<file path="src/rtl/dijkstra_pkg.sv">
// Shared widths, sentinel values and controller state encoding for the pathfinding datapath.
package dijkstra_pkg;

    localparam int unsigned NODE_ID_W = 9;
    localparam int unsigned DIST_W    = 14;

    localparam logic [DIST_W-1:0]    DIST_INF  = 14'h3FFF;
    localparam logic [NODE_ID_W-1:0] NODE_NONE = 9'h1FF;

    typedef enum logic [2:0] {
        S_IDLE,
        S_TINIT,
        S_SINIT,
        S_LOOP,
        S_DONE,
        S_ERROR
    } ctrl_state_t;

endpackage

</file>
<file path="src/rtl/dijkstra_result_store.sv">
// Snapshot of the last completed distance/predecessor arrays with a registered query port.
module dijkstra_result_store
    import dijkstra_pkg::*;
#(
    parameter int unsigned MAX_NODES = 15
) (
    input  logic                                 clk_i,
    input  logic                                 rst_ni,
    input  logic                                 capture_i,
    input  logic [MAX_NODES-1:0][DIST_W-1:0]     distance_i,
    input  logic [MAX_NODES-1:0][NODE_ID_W-1:0]  neighbour_i,
    input  logic                                 query_valid_i,
    input  logic [NODE_ID_W-1:0]                 query_node_i,
    output logic                                 query_ready_o,
    output logic [DIST_W-1:0]                    query_distance_o,
    output logic [NODE_ID_W-1:0]                 query_neighbour_o
);

    localparam int unsigned IdxW = (MAX_NODES > 1) ? $clog2(MAX_NODES) : 1;

    logic [MAX_NODES-1:0][DIST_W-1:0]    dist_q;
    logic [MAX_NODES-1:0][NODE_ID_W-1:0] nbr_q;
    logic                                ready_q;
    logic [DIST_W-1:0]                   qdist_q, qdist_d;
    logic [NODE_ID_W-1:0]                qnbr_q, qnbr_d;
    logic [IdxW-1:0]                     idx;

    always_comb begin
        idx    = query_node_i[IdxW-1:0];
        qdist_d = qdist_q;
        qnbr_d  = qnbr_q;
        if (query_valid_i) begin
            if (query_node_i < NODE_ID_W'(MAX_NODES)) begin
                qdist_d = dist_q[idx];
                qnbr_d  = nbr_q[idx];
            end else begin
                qdist_d = DIST_INF;
                qnbr_d  = NODE_NONE;
            end
        end
    end

    always_ff @(posedge clk_i) begin
        if (!rst_ni) begin
            dist_q  <= '0;
            nbr_q   <= '0;
            ready_q <= 1'b0;
            qdist_q <= '0;
            qnbr_q  <= '0;
        end else begin
            if (capture_i) begin
                dist_q <= distance_i;
                nbr_q  <= neighbour_i;
            end
            ready_q <= query_valid_i;
            qdist_q <= qdist_d;
            qnbr_q  <= qnbr_d;
        end
    end

    assign query_ready_o     = ready_q;
    assign query_distance_o  = qdist_q;
    assign query_neighbour_o = qnbr_q;

endmodule

</file>
<file path="src/rtl/dijkstra_controller.sv">
// Top-level sequencer: table init, search init and relaxation loop with a per-stage watchdog,
// table read-address mux and a result snapshot served to host queries.
module dijkstra_controller
    import dijkstra_pkg::*;
#(
    parameter int unsigned MAX_NODES      = 15,
    parameter int unsigned TIMEOUT_CYCLES = 65535
) (
    input  logic                                 clk,
    input  logic                                 reset,
    input  logic                                 req,
    input  logic [NODE_ID_W-1:0]                 req_start_id,
    output logic                                 busy,
    output logic                                 done,
    output logic                                 error,
    input  logic                                 abort,
    output logic [NODE_ID_W-1:0]                 start_id,
    output logic                                 tinit_start,
    output logic                                 sinit_start,
    output logic                                 loop_start,
    input  logic                                 tinit_finished,
    input  logic                                 sinit_finished,
    input  logic                                 loop_finished,
    output logic                                 sinit_in_progress,
    input  logic [MAX_NODES-1:0][NODE_ID_W-1:0]  sinit_read_address,
    input  logic [MAX_NODES-1:0][NODE_ID_W-1:0]  loop_read_address,
    output logic [MAX_NODES-1:0][NODE_ID_W-1:0]  table_read_address,
    input  logic [MAX_NODES-1:0][DIST_W-1:0]     distance_out,
    input  logic [MAX_NODES-1:0][NODE_ID_W-1:0]  neighbour_out,
    input  logic                                 query_valid,
    input  logic [NODE_ID_W-1:0]                 query_node,
    output logic                                 query_ready,
    output logic [DIST_W-1:0]                    query_distance,
    output logic [NODE_ID_W-1:0]                 query_neighbour,
    output logic                                 result_valid
);

    localparam logic [15:0] WdLimit = 16'(TIMEOUT_CYCLES - 1);

    ctrl_state_t          state_q, state_d;
    logic                 first_q, first_d;
    logic [15:0]          wd_q, wd_d;
    logic [NODE_ID_W-1:0] start_id_q, start_id_d;
    logic                 error_q, error_d;
    logic                 valid_q, valid_d;
    logic                 capture;
    logic                 stage_fin;

    always_ff @(posedge clk) begin
        if (!reset) begin
            state_q    <= S_IDLE;
            first_q    <= 1'b0;
            wd_q       <= '0;
            start_id_q <= '0;
            error_q    <= 1'b0;
            valid_q    <= 1'b0;
        end else begin
            state_q    <= state_d;
            first_q    <= first_d;
            wd_q       <= wd_d;
            start_id_q <= start_id_d;
            error_q    <= error_d;
            valid_q    <= valid_d;
        end
    end

    always_comb begin
        state_d    = state_q;
        first_d    = 1'b0;
        wd_d       = '0;
        start_id_d = start_id_q;
        error_d    = error_q;
        valid_d    = valid_q;
        capture    = 1'b0;
        unique case (state_q)
            S_TINIT: stage_fin = tinit_finished;
            S_SINIT: stage_fin = sinit_finished;
            S_LOOP:  stage_fin = loop_finished;
            default: stage_fin = 1'b0;
        endcase

        unique case (state_q)
            S_IDLE: begin
                if (req) begin
                    start_id_d = req_start_id;
                    error_d    = 1'b0;
                    valid_d    = 1'b0;
                    first_d    = 1'b1;
                    state_d    = S_TINIT;
                end
            end
            S_TINIT, S_SINIT, S_LOOP: begin
                wd_d = wd_q + 16'd1;
                if (abort) begin
                    error_d = 1'b1;
                    state_d = S_ERROR;
                // a finished level seen during the start pulse is left over from the last run
                end else if (stage_fin && !first_q) begin
                    wd_d = '0;
                    if (state_q == S_LOOP) begin
                        capture = 1'b1;
                        valid_d = 1'b1;
                        state_d = S_DONE;
                    end else begin
                        first_d = 1'b1;
                        state_d = (state_q == S_TINIT) ? S_SINIT : S_LOOP;
                    end
                end else if (wd_q == WdLimit) begin
                    error_d = 1'b1;
                    state_d = S_ERROR;
                end
            end
            S_DONE, S_ERROR: state_d = S_IDLE;
            default:         state_d = S_IDLE;
        endcase
    end

    assign busy              = (state_q == S_TINIT) || (state_q == S_SINIT) || (state_q == S_LOOP);
    assign done              = (state_q == S_DONE);
    assign error             = error_q;
    assign result_valid      = valid_q;
    assign start_id          = start_id_q;
    assign tinit_start       = (state_q == S_TINIT) && first_q;
    assign sinit_start       = (state_q == S_SINIT) && first_q;
    assign loop_start        = (state_q == S_LOOP) && first_q;
    assign sinit_in_progress = (state_q == S_SINIT);
    assign table_read_address = (state_q == S_SINIT) ? sinit_read_address : loop_read_address;

    dijkstra_result_store #(
        .MAX_NODES (MAX_NODES)
    ) u_store (
        .clk_i             (clk),
        .rst_ni            (reset),
        .capture_i         (capture),
        .distance_i        (distance_out),
        .neighbour_i       (neighbour_out),
        .query_valid_i     (query_valid),
        .query_node_i      (query_node),
        .query_ready_o     (query_ready),
        .query_distance_o  (query_distance),
        .query_neighbour_o (query_neighbour)
    );

endmodule

</file>
<file path="config.mk">
export PLATFORM = sky130hd
export DESIGN_NAME = dijkstra_controller
export DESIGN_NICKNAME = d
export VERILOG_FILES = /design/src/rtl/dijkstra_pkg.sv /design/src/rtl/dijkstra_result_store.sv /design/src/rtl/dijkstra_controller.sv
export SDC_FILE = /design/constraint.sdc
export NUM_CORES = 1
export LEC_CHECK = 0
export ABC_AREA = 1
export CAP_MARGIN = 20
export CELL_PAD_IN_SITES_DETAIL_PLACEMENT = 0
export CELL_PAD_IN_SITES_GLOBAL_PLACEMENT = 1
export CORE_AREA = 2 2 317 319
export DETAILED_ROUTE_END_ITERATION = 7
export DIE_AREA = 0 0 319 321
export PLACE_DENSITY_LB_ADDON = 0.1
export SLEW_MARGIN = 40
export SYNTH_ARGS = -nofsm -noshare
export SYNTH_HDL_FRONTEND = slang
export SYNTH_HIERARCHICAL = 1
export SYNTH_SLANG_ARGS = --single-unit
export TNS_END_PERCENT = 100
</file>
<file path="constraint.sdc">
create_clock -name clk -period 6.4 [get_ports clk]
set_clock_uncertainty 0.1 [all_clocks]
set_input_delay 0.64 -clock clk [delete_from_list [all_inputs] [get_ports clk]]
set_output_delay 0.64 -clock clk [all_outputs]
set_load 0.01 [all_outputs]
</file>
# After elaboration in Yosys (flattened, before gate mapping)
# Index checks and enable logic that the tools add are counted.
[totals]
reg_bits = 400
out_inout_bits = 176
elab_cells = 104
[op_classes]
addsub = 1
order_cmp = 2
n_eq_ne = 12
n_mux = 35
n_reduce_logical = 15
[op_table]
columns = ["op", "n"]
rows = [
  ["$mux W135", 1],
  ["$bmux W14 S4", 1],
  ["$bmux W9 S4", 1],
  ["$mux W16", 2],
  ["$mux W14", 2],
  ["$mux W9", 2],
  ["$add A16 B1 Y16 const B", 1],
  ["$eq A16 B16 Y1 const B", 1],
  ["$mux W1", 16],
  ["$mux W3", 5],
  ["$lt A9 B4 Y1 const B", 1],
  ["$ne A2 B2 Y1 const B", 4],
  ["$eq A3 B2 Y1 const B", 2],
  ["$ne A3 B3 Y1 const B", 2],
  ["$pmux W1 S2", 3],
  ["$pmux W3 S2", 1],
  ["$reduce_and A2 Y1", 3],
  ["$lt A4 B5 Y1 const B", 1],
  ["$reduce_and A5 Y1", 1],
  ["$logic_and A1 B1 Y1", 4],
  ["$ne A4 B4 Y1 const B", 1],
  ["$reduce_and A4 Y1", 1],
  ["$eq A3 B1 Y1 const B", 1],
  ["$eq A3 B3 Y1 const B", 1],
  ["6 further kinds", 7],
]

# Longest topological paths before layout
[depth]
word_depth = 6
mapped_depth = 16

# Hierarchy
# Netlist, hierarchy kept.
[modules_own_cells]
columns = ["mod", "instances", "cells_each", "area_each_um2", "seq_area_each_um2"]
rows = [
  ["dijkstra_result_store", 1, 2462, 16409.5, 7387.1],
  ["dijkstra_controller", 1, 628, 3076.7, 620.6],
]

# Worst setup path before layout
# No wires, ideal clock.
[synth_timing]
path_type = "input to register"
from = "input port tinit_finished"
to = "register u_store/dist_q[100] (netlist name)"
arrival_ps = 1947
setup_slack_ps = 4220
cell_stages = 13
path_buffers = 4
cell_sequence = "nand4_1 nand3_1 nand2_1 inv_2 nand3_1 inv_1 buf_2 buf_2 inv_2 buf_2 clkbuf_2 o21ai_0 a21oi_1"
[synth_between]
elab_chain_len = 5
[synth_rtl]
columns = ["element", "line_no", "source"]
rows = [
  ["start, declared", "dijkstra_controller.sv:21", "input logic tinit_finished,"],
  ["$pmux W1 S3", "dijkstra_controller.sv:75", "unique case (state_q)"],
  ["$logic_and A1 B1 Y1", "dijkstra_controller.sv:98", "end else if (stage_fin && !first_q) begin"],
  ["$mux W1", "dijkstra_controller.sv:98", ""],
  ["$mux W1", "dijkstra_controller.sv:94", "if (abort) begin"],
  ["$mux W1", "dijkstra_controller.sv:82", "unique case (state_q)"],
  ["named net capture", "dijkstra_controller.sv:46", "logic capture;"],
  ["end signal, assigned", "dijkstra_result_store.sv:52", "dist_q <= distance_i;"],
  ["end, declared", "dijkstra_result_store.sv:21", "logic [MAX_NODES-1:0][DIST_W-1:0] dist_q;"],
]
# The timed path passes the listed nets, and every way through them passes these cells.
# A chain may end at the register's enable or synchronous reset.

==> impl_metrics.py <==
metrics = {
    "worst_setup_path": {
        "critPathRequiredTime_ns": 5.66,
        "crit_fanout": 74,
        "cp_slowest_stage_delay_ns": 0.63,
        "end_kind": "output pin",
        "reg2reg_slack_ns": 2.96,
        "cp.arrival_ns": 3.71,
        "path_cells": "nor2_1 > inv_2 > nor2_4 > buf_4 > inv_6 > buf_4 > nand2_1 > nand2_1 > clkdlybuf4s50_1",
        "r2r_start": "state_q[2]",
        "crit_type": "flip-flop to output pin",
        "startpoint_type": "flip-flop",
        "worstReg2RegEnd": "u_store/nbr_q[117]",
        "rr_worst_depth": 13,
        "worst_path_max_delay_cell": "clkdlybuf4s50_1",
    },
    "synthesis": {
        "synthTopCellsByArea": "dfxtp_1, nand2_1, o21ai_0",
        "yosys_register_bits": 400,
        "synth_top_area_frac": 0.411,
        "syn_inst": 3090,
        "ys_types": 28,
        "syn_nets": 3733,
        "synth_top_area_cell": "dfxtp_1",
        "synth_seq_area_share": 0.411,
        "netlist_area_mm2": 0.0195,
        "synth_area_per_cell_um2": 6.31,
        "ys_warn_count": 6,
    },
    "grt": {
        "antenna_found_initial": 33,
        "grt_usage": 0.224,
        "grt_max_degree": 200,
        "use_met1": 0.274,
        "grt_pass1_vias": 22100,
        "grtUsageMet2": 0.395,
        "grt_pass1_wl_um": 166000,
        "gr-max-usage-layer": "met2",
        "grt_overflow": 0,
        "grt.met3_usage": 0.0558,
    },
    "hold_path": {
        "min_to": "u_store/dist_q[25]",
        "worstHoldStart": "u_store/dist_q[25]",
        "hold_depth": 2,
        "hold_class": "flip-flop to flip-flop",
    },
    "final_layout": {
        "nets": 4397,
        "multiInputGateArea_mm2": 0.00949,
        "n_fill_cell": 11200,
        "final_cells": 5099,
        "synthToLayoutAreaGrowth_pct": 55.0,
        "final_common_cell": "nand2_1",
        "fin_util": 0.304,
        "layout_common_cells": "nand2_1, clkdlybuf4s50_1, dfxtp_1, nor2_1, o21ai_0",
        "drive_above_1_share": 0.0308,
        "seq_area_mm2": 0.00801,
        "final_cell_area_mm2": 0.0302,
    },
    "clock_tree": {
        "clock_latency_ns": 0.61,
        "cts_inserted_buffers": 52,
        "clk_pin_slew_ns": 0.06,
        "cts.sinks": 400,
        "cts_buffer_depth": 3,
        "cts_htree_levels": 2,
        "cts_tree": "yes",
        "hold_buffers": 0,
        "cts_root_buf": "clkbuf_16",
        "postCtsSetupBuffers": 0,
        "ctsResizeCount": 0,
    },
    "power": {
        "netSwitchingPower_mw": 1.90,
        "combPwrFrac": 0.195,
        "power_density_mw_per_mm2": 225,
        "p_sw_frac": 0.280,
        "ir_worst_vdd_v": 0.000178,
        "clkPwrFrac": 0.429,
        "p_leak_nw": 12.3,
        "p_int_mw": 4.88,
        "p_total_mw": 6.78,
        "p_seq_frac": 0.376,
    },
    "floorplan": {
        "die_x_um": 319,
        "fp.dieH_um": 321,
        "start_util": 0.196,
        "die_area_mm2": 0.102,
        "coreArea_mm2": 0.0993,
        "num_rows": 116,
        "pin_count": 817,
    },
    "sta": {
        "post-route-period-util": 0.696,
        "hold_violations": 0,
        "rsz0062_at_grt": "no",
        "period_needed_ns": 4.45,
        "tns_ns": 0,
        "report.final.setup_viol": 0,
        "slew_headroom": 0.451,
        "worst_pin_slew_ns": 0.823,
        "slew_viol_final": 0,
        "clock.fmax_mhz": 225,
    },
    "placed_design": {
        "placedInstanceArea_mm2": 0.0285,
        "port_buffers": 816,
        "dp_hpwl_um": 89100,
        "dp_cells": 4996,
        "gp_congestion": 0.857,
    },
    "route": {
        "drt_iter0_markers": 1526,
        "routed_wl_um": 119000,
        "avgRoutedWirePerCell_um": 23.4,
        "vias": 22000,
        "drc": 0,
        "final_antenna_net_count": 0,
        "vias_per_cell": 4.31,
        "drt-pass1-iter-count": 5,
    },
    "job": {
        "cap_violations": 0,
    },
    "run_status": {
        "status": "finished clean",
    },
}
[synthesized netlist by cell type]
cell type  count
clkinv_1       1
clkbuf_2      21
clkinv_2       1
and3_1         1
nor2_2         3
o21ai_0      368
nor2_1       380
a31oi_1        1
buf_6          6
nand3_1      196
nor3_1         5
dfxtp_1      400
nor4_2         1
buf_2         73
ha_1           2
inv_1        238
buf_1          9
nand4_1        3
o22ai_1        1
buf_4         15
nand2_1      971
nor4_1         2
clkbuf_1     103
inv_2          8
a21oi_1      268
xnor2_1        6
xor2_1         5
nand2_2        2
[routing by layer]
metal,share of wire,up-vias
met5,0.0016,-
met2,0.49,581
met4,0.019,30
met3,0.059,130
met1,0.43,10100
li1,-,11100
[area by class of cell]
cell class,count,area share
antenna,8,0.000663
clock buffer,83,0.0510
clock inverter,10,0.00385
inverter,248,0.0317
multi-input combinational,2215,0.314
sequential,400,0.265
tap,1298,0.0538
timing repair buffer,837,0.280
[cells by family (layout without fill, tap and decap cells)]
| group | Yosys count | in the layout | share of synthesized area |
|---|---|---|---|
| buffers and inverters | 475 | 1178 | 0.103 |
| AO/OA/AOI/OAI | 638 | 638 | 0.164 |
| XOR/XNOR | 11 | 11 | 0.00494 |
| adder cells (fa/ha/maj) | 2 | 2 | 0.00128 |
| other | 0 | 8 | 0 |
| AND/OR/NAND/NOR | 1564 | 1564 | 0.316 |
| flip-flops | 400 | 400 | 0.411 |
[how the worst max path moves through the flow]
stage | from | end | slack [ns] | cells past startpoint
after CTS | state_q[2] | table_read_address[72] | 1.71 | 9
after global routing | state_q[2] | table_read_address[72] | 1.77 | 9
after floorplan | tinit_finished | u_store/dist_q[100] | 4.22 | 13
final | state_q[2] | table_read_address[72] | 1.95 | 9
after detailed placement | tinit_finished | u_store/dist_q[179] | 2.33 | 11
after global placement | tinit_finished | u_store/nbr_q[108] | 1.90 | 11
[worst max-delay path: cells and delay by family (launching register included)]
kind,cells,cell delay [ns]
buf+inv,5,2.06
flops,1,0.43
simple gates,4,0.59
[power groups by stage]
stage                     clock network, mW  registers (mW)  logic (mW)
after floorplan                           0            2.61       0.427
after global placement                    0            2.60        1.35
after detailed placement                  0            2.60        1.34
after CTS                              3.03            2.55        1.35
after global routing                   3.12            2.55        1.42
final                                  2.91            2.55        1.33
[state kept, by name, summed over array words and instances, names as in the netlist]
name / flops
error: 1
first_q: 1
result_valid: 1
start_id: 9
state_q: 3
u_store/dist_q: 210
u_store/nbr_q: 135
u_store/query_distance_o: 14
u_store/query_neighbour_o: 9
u_store/query_ready_o: 1
wd_q: 16
[stage by stage]
step	hold WS (ns)	setup slack (ns)
3_3_place_gp	0.338	1.90
3_5_place_dp	0.342	2.33
4_1_cts	0.352	1.71
2_1_floorplan	0.328	4.22
6_report	0.349	1.95
5_1_grt	0.365	1.77
No activity file was read; power rests on OpenSTA's default activity.
